$ cat config.mk
export PLATFORM = sky130hd
export DESIGN_NAME = direction_decoder
export DESIGN_NICKNAME = d
export VERILOG_FILES = /design/src/rtl/direction_pkg.sv /design/src/rtl/step_classifier.sv /design/src/rtl/direction_decoder.sv
export SDC_FILE = /design/constraint.sdc
export NUM_CORES = 1
export LEC_CHECK = 0
export BUFFER_PORTS_ARGS = -buffer_cell sky130_fd_sc_hd__clkbuf_2
export CAP_MARGIN = 20
export CORE_MARGIN = 5
export CORE_UTILIZATION = 60
export CTS_CLUSTER_DIAMETER = 30
export DETAILED_ROUTE_END_ITERATION = 12
export PLACE_DENSITY = 0.83
export SLEW_MARGIN = 20
export SYNTH_ARGS = -nofsm -noshare
export SYNTH_HDL_FRONTEND = slang
export SYNTH_SLANG_ARGS = --single-unit
$ cat constraint.sdc
create_clock -name clk -period 6.6 [get_ports clk]
set_clock_uncertainty 0.1 [all_clocks]
set_input_delay 0.33 -clock clk [delete_from_list [all_inputs] [get_ports clk]]
set_output_delay 0.33 -clock clk [all_outputs]
set_load 0.03 [all_outputs]
$ cat src/rtl/direction_pkg.sv
// direction_pkg
// Shared types and constants for the mod-5 up/down counter direction decoder.
//   state_t  : decoder FSM states (ACQ, TRACK, LOCKED)
//   step_t   : classification of one y_in sample against the previous one
//   MAX_CODE : largest legal counter code
package direction_pkg;

  typedef enum logic [1:0] {
    ACQ    = 2'd0,
    TRACK  = 2'd1,
    LOCKED = 2'd2
  } state_t;

  typedef enum logic [1:0] {
    STEP_HOLD    = 2'd0,
    STEP_UP      = 2'd1,
    STEP_DOWN    = 2'd2,
    STEP_ILLEGAL = 2'd3
  } step_t;

  localparam logic [2:0] MAX_CODE = 3'd4;

endpackage

$ cat src/rtl/step_classifier.sv
// step_classifier
// Combinational classification of a counter code transition.
// Ports:
//   prev_y : previous registered code (3 bits)
//   y_in   : current code (3 bits)
//   step   : STEP_HOLD / STEP_UP / STEP_DOWN / STEP_ILLEGAL
module step_classifier
  import direction_pkg::*;
(
  input  logic [2:0] prev_y,
  input  logic [2:0] y_in,
  output step_t      step
);

  logic [2:0] up_code;
  logic [2:0] down_code;

  // Expected codes for a single step in each direction, with the 4<->0 wrap.
  assign up_code   = (prev_y == MAX_CODE) ? 3'd0 : prev_y + 3'd1;
  assign down_code = (prev_y == 3'd0) ? MAX_CODE : prev_y - 3'd1;

  always_comb begin
    step = STEP_ILLEGAL;
    if ((y_in <= MAX_CODE) && (prev_y <= MAX_CODE)) begin
      if (y_in == prev_y) begin
        step = STEP_HOLD;
      end else if (y_in == up_code) begin
        step = STEP_UP;
      end else if (y_in == down_code) begin
        step = STEP_DOWN;
      end
    end
  end

endmodule

$ cat src/rtl/direction_decoder.sv
// direction_decoder
// Decodes counting direction from the code stream of a mod-5 up/down counter.
// Ports:
//   clk        : clock, rising edge
//   reset      : asynchronous, active-low reset
//   y_in       : counter code, legal 0..4, sampled every cycle
//   dir        : 1 = counting up, 0 = counting down
//   dir_valid  : high while the direction is locked
//   reversal   : one-cycle pulse when a locked direction flips
//   err        : one-cycle pulse on an illegal code or transition
//   step_count : legal steps since last lock loss or reversal (saturating)
module direction_decoder
  import direction_pkg::*;
#(
  parameter int CNT_W      = 8,
  parameter int LOCK_STEPS = 2
) (
  input  logic             clk,
  input  logic             reset,
  input  logic [2:0]       y_in,
  output logic             dir,
  output logic             dir_valid,
  output logic             reversal,
  output logic             err,
  output logic [CNT_W-1:0] step_count
);

  localparam logic [CNT_W-1:0] CNT_MAX = '1;
  localparam logic [CNT_W-1:0] CNT_ONE = CNT_W'(1);

  state_t           state_reg, state_next;
  logic [2:0]       prev_y_reg;
  logic             cand_dir_reg, cand_dir_next;
  logic             cand_valid_reg, cand_valid_next;
  logic             dir_reg, dir_next;
  logic             dir_valid_reg, dir_valid_next;
  logic             reversal_reg, reversal_next;
  logic             err_reg, err_next;
  logic [CNT_W-1:0] step_count_reg, step_count_next;

  step_t            step;
  logic             step_up;
  logic [CNT_W-1:0] count_inc;
  logic [CNT_W-1:0] track_count;

  step_classifier u_classifier (
    .prev_y (prev_y_reg),
    .y_in   (y_in),
    .step   (step)
  );

  assign step_up   = (step == STEP_UP);
  assign count_inc = (step_count_reg == CNT_MAX) ? step_count_reg
                                                 : step_count_reg + CNT_ONE;

  always_comb begin
    state_next      = state_reg;
    cand_dir_next   = cand_dir_reg;
    cand_valid_next = cand_valid_reg;
    dir_next        = dir_reg;
    dir_valid_next  = dir_valid_reg;
    step_count_next = step_count_reg;
    reversal_next   = 1'b0;
    err_next        = 1'b0;
    track_count     = CNT_ONE;

    case (state_reg)
      ACQ: begin
        // No trustworthy prev_y yet; only the code range can be judged.
        if (y_in > MAX_CODE) begin
          err_next = 1'b1;
        end else begin
          state_next      = TRACK;
          cand_valid_next = 1'b0;
        end
      end

      TRACK, LOCKED: begin
        case (step)
          STEP_HOLD: begin
          end
          STEP_ILLEGAL: begin
            err_next        = 1'b1;
            dir_valid_next  = 1'b0;
            step_count_next = '0;
            cand_valid_next = 1'b0;
            state_next      = (y_in > MAX_CODE) ? ACQ : TRACK;
          end
          default: begin
            if (state_reg == TRACK) begin
              // A step against the candidate restarts the run silently.
              if (cand_valid_reg && (cand_dir_reg == step_up)) begin
                track_count = count_inc;
              end
              cand_dir_next   = step_up;
              cand_valid_next = 1'b1;
              step_count_next = track_count;
              if (32'(track_count) >= LOCK_STEPS) begin
                state_next     = LOCKED;
                dir_next       = step_up;
                dir_valid_next = 1'b1;
              end
            end else if (step_up == dir_reg) begin
              step_count_next = count_inc;
            end else begin
              dir_next        = step_up;
              reversal_next   = 1'b1;
              step_count_next = CNT_ONE;
            end
          end
        endcase
      end

      default: begin
        state_next = ACQ;
      end
    endcase
  end

  always_ff @(posedge clk or negedge reset) begin
    if (!reset) begin
      state_reg      <= ACQ;
      prev_y_reg     <= 3'd0;
      cand_dir_reg   <= 1'b1;
      cand_valid_reg <= 1'b0;
      dir_reg        <= 1'b1;
      dir_valid_reg  <= 1'b0;
      reversal_reg   <= 1'b0;
      err_reg        <= 1'b0;
      step_count_reg <= '0;
    end else begin
      state_reg      <= state_next;
      prev_y_reg     <= y_in;
      cand_dir_reg   <= cand_dir_next;
      cand_valid_reg <= cand_valid_next;
      dir_reg        <= dir_next;
      dir_valid_reg  <= dir_valid_next;
      reversal_reg   <= reversal_next;
      err_reg        <= err_next;
      step_count_reg <= step_count_next;
    end
  end

  assign dir        = dir_reg;
  assign dir_valid  = dir_valid_reg;
  assign reversal   = reversal_reg;
  assign err        = err_reg;
  assign step_count = step_count_reg;

endmodule

## After elaboration in Yosys (flattened, before gate mapping)

Index checks and enable logic that the tools add are counted.

| cells by class | value |
|---|---|
| $add $sub $neg | 3 |
| $mul | 0 |
| divide/modulo/power cells | 0 |
| $lt $le $gt $ge | 4 |
| eq/ne operators | 17 |
| shift-type cells | 0 |
| multiplexer cells | 37 |
| bitwise operators | 2 |
| reductions and logical operators | 16 |

Operators with widths:

| operator | number |
|---|---|
| $mux 8 | 7 |
| $pmux 8 s2 | 1 |
| $reduce_and 4->1 | 4 |
| $mux 1 | 15 |
| $mux 2 | 6 |
| $eq 3x3->1 | 3 |
| $add 8x1->8 const B | 1 |
| $eq 8x8->1 const B | 1 |
| $ge 8x2->1 const B | 1 |
| $pmux 1 s2 | 4 |
| $pmux 2 s2 | 2 |
| $le 3x3->1 const B | 2 |
| $mux 3 | 2 |
| $ne 2x2->1 const B | 3 |
| $ne 3x3->1 const B | 2 |
| $reduce_bool 2->1 | 3 |
| $eq 2x1->1 const B | 2 |
| $eq 2x2->1 const B | 2 |
| $logic_not 2->1 | 2 |
| $reduce_or 2->1 | 2 |
| $add 3x1->3 const B | 1 |
| $eq 3x3->1 const B | 1 |
| $gt 3x3->1 const B | 1 |
| $logic_not 3->1 | 1 |
| other kinds (7) | 10 |

| word-level totals | value |
|---|---|
| flip-flop bits (word level) | 19 |
| latch bits | 0 |
| RAM bits | 0 |
| memory bits (read-only) | 0 |
| input bits | 5 |
| logic and storage cells | 88 |
| memories | 0 |

## Longest topological paths before layout

Gate-level depths: netlist of the first run.

| logic depth | value |
|---|---|
| word-level depth | 19 |
| depth in mapped cells | 15 |
| gate-level depth less buffers | 13 |

## Modules after synthesis

From an unflattened synthesis of the first run, not the netlist that was laid out.

| unflattened totals | value |
|---|---|
| cell total of the unflattened synthesis | 173 |
| area total of the unflattened synthesis | 1,512.7 um^2 |

Modules (own cells, without submodules):

| module | instances | cells each | area an instance (um^2) | seq. area each (um^2) |
|---|---|---|---|---|
| direction_decoder | 1 | 138 | 1,253.7 | 478.0 |
| step_classifier | 1 | 35 | 259.0 | 0.0 |

## Worst setup path before layout of the first run

No wires, ideal clock.

| timing | value |
|---|---|
| kind | reg-to-reg |
| from | register prev_y_reg[0] |
| to | register step_count_reg[7], in the netlist step_count[7] |
| setup time | 0.121 ns |
| arrival | 2.846 ns |
| slack | 3.532 ns |
| cell stages (with the launch flop) | 16 |
| path buffers | 2 |
| period minus slack after synthesis | 3.068 ns |
| cell sequence | dfrtp_1 -> inv_1 -> ha_1 -> or3b_1 -> a21o_1 -> nand4_1 -> nand4_1 -> a21oi_1 -> ha_1 -> nand2b_1 -> clkbuf_1 -> nor2_1 -> a21boi_1 -> buf_2 -> a41oi_1 -> nor2_1 |

| on the way | value |
|---|---|
| cells in the longest elaborated chain, start to end | 16 |

RTL lines:

| what | line | RTL |
|---|---|---|
| start: declaration | direction_decoder.sv:32 | `logic [2:0] prev_y_reg;` |
| start signal: assignment | direction_decoder.sv:133 | `prev_y_reg <= y_in;` |
| $sub 3x1->3 or $logic_not 3->1 (tied branches) | step_classifier.sv:20 | `assign down_code = (prev_y == 3'd0) ? MAX_CODE : prev_y - 3'd1;` |
| $mux 3 | step_classifier.sv:20 |  |
| $eq 3x3->1 | step_classifier.sv:29 | `end else if (y_in == down_code) begin` |
| $mux 1 | step_classifier.sv:29 |  |
| $mux 2 | step_classifier.sv:27 | `end else if (y_in == up_code) begin` |
| $mux 2 | step_classifier.sv:25 | `if (y_in == prev_y) begin` |
| $mux 2 (*) | step_classifier.sv:24 | `if ((y_in <= MAX_CODE) && (prev_y <= MAX_CODE)) begin` |
| $eq 2x1->1 | direction_decoder.sv:52 | `assign step_up = (step == STEP_UP);` |
| $eq 1x1->1 | direction_decoder.sv:92 | `if (cand_valid_reg && (cand_dir_reg == step_up)) begin` |
| $logic_and 1x1->1 | direction_decoder.sv:92 |  |
| $mux 8 | direction_decoder.sv:92 |  |
| $mux 8 | direction_decoder.sv:90 | `if (state_reg == TRACK) begin` |
| $mux 8 | direction_decoder.sv:79 | `case (step)` |
| $mux 8 | direction_decoder.sv:67 | `case (state_reg)` |
| $mux 8 | direction_decoder.sv:90 |  |
| $pmux 8 s2 | direction_decoder.sv:79 |  |
| end signal: assignment | direction_decoder.sv:140 | `step_count_reg <= step_count_next;` |
| end: declaration | direction_decoder.sv:39 | `logic [CNT_W-1:0] step_count_reg, step_count_next;` |

Every way passes the cells marked *; elsewhere a longest branch is shown, timed or not. The select of a mux whose other input is x is not followed.
A chain may end at the register's enable or synchronous reset.

## Worst setup path after layout of the first run

| timing | value |
|---|---|
| from | register prev_y_reg[0] |
| to | register step_count_reg[6], in the netlist step_count[6] |

| on the way | value |
|---|---|
| cells in the longest elaborated chain, start to end | 16 |

RTL lines:

| what | line | RTL |
|---|---|---|
| $sub 3x1->3 or $logic_not 3->1 (tied branches) | step_classifier.sv:20 |  |
| $mux 3 | step_classifier.sv:20 |  |
| $eq 3x3->1 | step_classifier.sv:29 |  |
| $mux 1 | step_classifier.sv:29 |  |
| $mux 2 | step_classifier.sv:27 |  |
| $mux 2 | step_classifier.sv:25 |  |
| $mux 2 (*) | step_classifier.sv:24 |  |
| $eq 2x1->1 (*) | direction_decoder.sv:52 |  |
| named net step_up | direction_decoder.sv:42 | `logic step_up;` |
| $eq 1x1->1 | direction_decoder.sv:92 |  |
| $logic_and 1x1->1 | direction_decoder.sv:92 |  |
| $mux 8 | direction_decoder.sv:92 |  |
| $mux 8 | direction_decoder.sv:90 |  |
| $mux 8 | direction_decoder.sv:79 |  |
| $mux 8 | direction_decoder.sv:67 |  |
| $mux 8 (*) | direction_decoder.sv:90 |  |
| $pmux 8 s2 (*) | direction_decoder.sv:79 |  |

The timed path passes the listed nets; every way through them passes the cells marked *. The select of a mux whose other input is x is not followed.

==> impl_metrics.toml, run 1 <==
[final_layout]
non_filler_cells_final = 221
finish.instance_area_sq_um = 1600
num-nets-final = 207
largest_register_ff_count = 8
share_of_layout_cells_above_drive_strength_1 = 0.136
antenna-diode-count = 0
final_core_utilization = 0.658
synthToLayoutAreaGrowth_pct = 6.76
filler_cell_count = 195

[detailed_routing]
num_vias = 1401
drt-total-wl_um = 3460
vias_per_cell = 6.34
antenna_violating_nets_remaining = 0
drc = 1
wl_per_cell_um = 15.7
drt-pass1-iter-count = 9
drt_iter0_markers = 120

[timing]
max-slew-margin-rel = 0.376
layout_min_cycle_time_ns = 3.80
finalHoldViolations = 0
fin_ws_ns = 2.80
timing.fmax_mhz = 263
min_period_over_period = 0.576
final_slew_viol_count = 0
worst_margin_slew_ns = 0.934
setup_total_negative_slack_ns = 0
setup_violations = 0
grt_setup_unrepaired = "no"

[logic_synthesis]
synthFlopType = "dfrtp_1"
netlist-cell-type-count = 46
synth_async_sr_flop_share = 1.00
synthesized_nets = 196
netlist_top_cells_count = "18 x a21oi_1, 17 x dfrtp_1, 12 x inv_1, 12 x nor2_1, 11 x nand2_1"
synth-seq-cells = 19
synth_most_common_cell = "a21oi_1"
post_synth.cell_area_avg_sq_um = 8.28
synth-edff-count = 0
seq_area_frac_synth = 0.319
netlist_area_sq_um = 1500
netlist_instances = 181
yosys_warnings = 0
leading_cell_types_by_total_area_after_synthesis = "dfrtp_1 28%, ha_1 8.3%, a21oi_1 6.0%"
yosys.area.top_type_share = 0.284
yosys.area.top_type = "dfrtp_1"

[floorplanning]
fp.dieH_um = 60.0
row_count = 18
num_io_pins = 17
effective_utilization_at_floorplan = 0.616
width_of_the_die_um = 60.0
die-area_sq_um = 3600
core-area_sq_um = 2430

[place]
port_buffers = 16
post-dp-hpwl_um = 2500
placed_cells = 216
dp_worst_setup_slack_ns = 2.93
place_area_sq_um = 1560
gp_congestion = 0.935

[setup_path]
setup.worst_path.end_class = "register"
startpoint_type = "register"
critical_path.top_delay_family = "compound AO/OA/AOI/OAI gates"
rr_startpoint = "prev_y_reg[0]"
worst_path_max_delay_cell = "a21boi_1"
cpPeakStageDelay_ns = 0.75
worst_r2r_path_depth = 13
critical_path_buffers_and_inverters = 1
critPathRequiredTime_ns = 6.73
timing.reg2reg.setup_slack_ns = 2.80
timing.setup.critical_path_class = "reg2reg"
crit_path_cell_trace = "inv_1 -> ha_1 -> or3b_1 -> a21o_1 -> nand4_1 -> nand4_1 -> a21o_1 -> ha_1 -> xnor2_1 -> nand2b_1 -> a21boi_1 -> o31ai_1 -> a21oi_1"
maximum_fanout_along_the_worst_path = 13
crit-reg2reg-capture = "step_count[6]"
wp_data_arrival_ns = 3.93

[power]
power.density_cell_area_nw_per_um2 = 271
p_leak_nw = 0.687
peakVddDrop_uv = 162

[cts]
clk_path_buf_depth = 2
clock-sinks = 19
clockRootBuffer = "clkbuf_4"
cts.htree.levels = 1
cts.clk_slew.worst_paths_ns = 0.12
cts_buf_count = 3
clock_tree_from_tritoncts = "done"
insertion_delay_ns = 0.31

[global_routing]
pin_count_of_the_biggest_net_entering_global_routing = 20
grt_pass1_wl_um = 5550
via_count_of_the_first_global_routing_pass = 1214
global_route.usage.total = 0.200
grt_remaining_overflow = 0
initial_antenna_violation_count = 0

[run_status]
status = "finished, violations left"
failed_checks = "DRC"

[hold_path]
hold_crit_start = "y_in[0]"
worst_hold_path_type = "in2reg"
worst_hold_path.endpoint = "prev_y_reg[0]"
hold_depth = 1

[flow_run]
drv_cap = 0
-- worst max path at each step --
stage,slack (ns),to,cells after the start,from
after floorplan,3.53,step_count[7],15,prev_y_reg[0]
after global placement,3.14,step_count[5],13,prev_y_reg[0]
after detailed placement,2.93,step_count[5],13,prev_y_reg[0]
after CTS,2.89,step_count[5],13,prev_y_reg[0]
after global routing,2.56,step_count[6],13,prev_y_reg[0]
final,2.80,step_count[6],13,prev_y_reg[0]
-- routing by layer --
layer,share of wire,GRT usage,vias up,routed length (um)
met5,0,0,-,0
met4,0.011,0.0633,0,39
met3,0.090,0.0324,6,310
met2,0.46,0.315,82,1590
met1,0.44,0.277,636,1520
li1,-,-,677,-
-- stage by stage --
step / power [W] / hold slack [ns]
after floorplan: 0.000319 / -0.0656
after global placement: 0.000358 / 0.195
after detailed placement: 0.000368 / 0.199
after CTS: 0.000431 / 0.121
after global routing: 0.000462 / 0.128
final: 0.000433 / 0.126
-- cell type report --
cell class                      count  area, sq um  area share
Multi-Input combinational cell    139          922       0.576
Sequential cell                    19          478       0.299
Timing Repair Buffer               17         90.1      0.0563
Inverter                           12         45.0      0.0281
Tap cell                           30         37.5      0.0235
Clock buffer                        3         22.5      0.0141
Clock inverter                      1         5.00     0.00313
-- placed cells by master (no fill, tap or decap), drive strengths merged, types with 3 or more instances in the layout --
master,instances
o21ai,11
nor2,12
dfrtp,17
nand4,3
xnor2,10
nand3,8
a21o,5
nand2,11
nand2b,5
nor3,5
ha,10
a21oi,18
o211ai,4
inv,12
a31oi,3
clkbuf,19
-- cell families (layout without fill, tap and decap cells) --
family,after synthesis,in the layout,synth area share
XOR/XNOR,10,10,0.0584
flip-flops,19,19,0.319
AO/OA/AOI/OAI,60,60,0.262
multiplexers,2,2,0.0142
buffers and inverters,23,33,0.0659
adder cells (fa/ha/maj),10,10,0.0835
AND/OR/NAND/NOR,57,57,0.197
-- power breakdown --
part,switching (W),internal [W],leakage [nW]
Clock,0.0000395,0.0000226,0.0177
Combinational,0.000133,0.0000763,0.426
Sequential,0.0000226,0.000139,0.244
Total,0.000195,0.000238,0.687
-- timing repair --
action / CTS / global route
hold buffers: 1 / 0
gates resized for setup: 0 / 0
hold endpoints to repair: 17 / 0
setup buffers: 0 / 0
Note: power is estimated with default switching activity, not from simulation.
==> inputs of run 2 (changes only) <==
--- a/config.mk
+++ b/config.mk
@@ -8,10 +8,10 @@
 export BUFFER_PORTS_ARGS = -buffer_cell sky130_fd_sc_hd__clkbuf_2
 export CAP_MARGIN = 20
 export CORE_MARGIN = 5
-export CORE_UTILIZATION = 60
+export CORE_UTILIZATION = 58
 export CTS_CLUSTER_DIAMETER = 30
 export DETAILED_ROUTE_END_ITERATION = 12
-export PLACE_DENSITY = 0.83
+export PLACE_DENSITY = 0.8
 export SLEW_MARGIN = 20
 export SYNTH_ARGS = -nofsm -noshare
 export SYNTH_HDL_FRONTEND = slang
==> constraint.sdc (replaced) <==
create_clock -name clk -period 3.93 [get_ports clk]
set_clock_uncertainty 0.1 [all_clocks]
set_input_delay 0.1965 -clock clk [delete_from_list [all_inputs] [get_ports clk]]
set_output_delay 0.1965 -clock clk [all_outputs]
set_load 0.03 [all_outputs]
==> impl_metrics.toml, run 2 (synthesis results as in run 1) <==
[power]
power.switching_fraction = 0.447
p_comb_frac = 0.486
sequential_fraction_of_design_power = 0.372
power.switching_w = 0.000324
share_clk_of_total_power = 0.142
cellInternalPower_w = 0.000401
peakVddDrop_uv = 284
p_leak_nw = 0.697
power.density_cell_area_nw_per_um2 = 448

[cts]
cts.clk_slew.worst_paths_ns = 0.12
clock_tree_from_tritoncts = "done"
clk_path_buf_depth = 2
cts.htree.levels = 1
clockRootBuffer = "clkbuf_4"
clock-sinks = 19
insertion_delay_ns = 0.30
cts_buf_count = 3
cts_setup_buffers = 0

[final_layout]
largest_register_ff_count = 8
num-nets-final = 209
mostFrequentLayoutCell = "a21oi_1"
antenna-diode-count = 0
finish.instance_area_sq_um = 1620
layout_common_cells = "18 x a21oi_1, 17 x dfrtp_1, 16 x clkbuf_2"
share_of_layout_cells_above_drive_strength_1 = 0.140
synthToLayoutAreaGrowth_pct = 7.93

[floorplanning]
effective_utilization_at_floorplan = 0.605
core-area_sq_um = 2480
die-area_sq_um = 3700
row_count = 18
num_io_pins = 17
fp.dieH_um = 60.8
width_of_the_die_um = 60.8

[flow_run]
drv_cap = 0

[detailed_routing]
antenna_violating_nets_remaining = 0
wl_per_cell_um = 14.6
drc = 0
drt-total-wl_um = 3260
vias_per_cell = 6.17
drt_iter0_markers = 87
drt-pass1-iter-count = 4
num_vias = 1377

[setup_path]
wp_data_arrival_ns = 3.42
timing.setup.critical_path_class = "reg2reg"
rr_startpoint = "prev_y_reg[0]"
critPathRequiredTime_ns = 4.03
startpoint_type = "register"
crit_start = "prev_y_reg[0]"
maximum_fanout_along_the_worst_path = 13
setup.worst_path.end_class = "register"

[timing]
max-slew-margin-rel = 0.683
setup_violations = 0
layout_min_cycle_time_ns = 3.32
finalHoldViolations = 0
min_period_over_period = 0.844
worst_margin_slew_ns = 0.476
grt_setup_unrepaired = "no"
final_slew_viol_count = 0
timing.fmax_mhz = 302
setup_total_negative_slack_ns = 0

[global_routing]
pin_count_of_the_biggest_net_entering_global_routing = 20
via_count_of_the_first_global_routing_pass = 1225
grt_pass1_wl_um = 5270
grt_remaining_overflow = 0
initial_antenna_violation_count = 0
global_route.usage.total = 0.188

[place]
port_buffers = 16
place_area_sq_um = 1570
gp_congestion = 0.944
post-dp-hpwl_um = 2460

[run_status]
status = "finished clean"

[hold_path]
worst_hold_path_type = "in2reg"
hold_crit_start = "y_in[1]"
-- run 2: cell count changes in the layout (fill, tap and decap cells not counted), sizes merged --
cell,change
buf,+1
dlygate4sd3,+1
-- run 2: stage by stage --
step           worst slack [ns]  hold WS, ns   util  cells  power, W
6_report                  0.613       0.0166  0.653    223  0.000725
5_1_grt                   0.377      0.00609  0.653    223  0.000774
4_1_cts                   0.630       0.0104  0.653    223  0.000722
3_5_place_dp              0.658       0.0752  0.634    217  0.000618
3_3_place_gp              0.768       0.0684  0.634    217  0.000604
2_1_floorplan             0.862       -0.199      -    181  0.000536
-- run 2: layout make-up --
class                   count  area, sq um
multi-input cells         139          922
well taps                  30         37.5
fillers                   216          860
flip-flops and latches     19          478
clock inverters             1         5.00
clock buffers               3         22.5
inverters                  12         45.0
repair buffers             19          108
-- run 2: path summary, 6_finish.rpt --
path / endpoint / cells after the start / slack (ns)
max: step_count[5] / 14 / 0.61
min: prev_y_reg[1] / 1 / 0.02
max reg2reg: step_count[5] / 14 / 0.61
min reg2reg: dir_valid / 2 / 0.46
max in group asynchronous: cand_dir_reg / 2 / 3.11
min in group asynchronous: err / 2 / 0.27
-- run 2: repair_timing --
| item | 4_1_cts | 5_1_grt |
|---|---|---|
| resized for setup | 0 | 0 |
| hold endpoints to repair | 18 | 0 |
| hold buffers | 2 | 0 |
-- run 2: layer usage --
layer	part of all wire	GRT usage	up-vias
li1	-	-	680
met1	0.46	0.253	643
met2	0.47	0.301	48
met3	0.058	0.0319	6
met4	0.010	0.0743	0
met5	0	0	-
-- run 2: power groups by stage --
stage,clock (W),combinational (W),sequential [W]
detailed placement,0,0.000344,0.000274
global placement,0,0.000334,0.000271
finish,0.000103,0.000353,0.000270
CTS,0.000105,0.000348,0.000269
floorplan,0,0.000237,0.000299
global route,0.000116,0.000384,0.000274
-- run 2: worst max-delay path, cell delays in order, from the launching register on --
cell and delay, ns:
dfrtp_1 0.43, inv_1 0.08, ha_1 0.27, or3b_1 0.41, a21o_1 0.18, nand4_1 0.11, nand4_1 0.11, a21oi_1 0.17
ha_1 0.24, nand2b_1 0.34, nor2_1 0.09, a21boi_1 0.14, buf_4 0.18, a21o_1 0.18, a22o_1 0.18
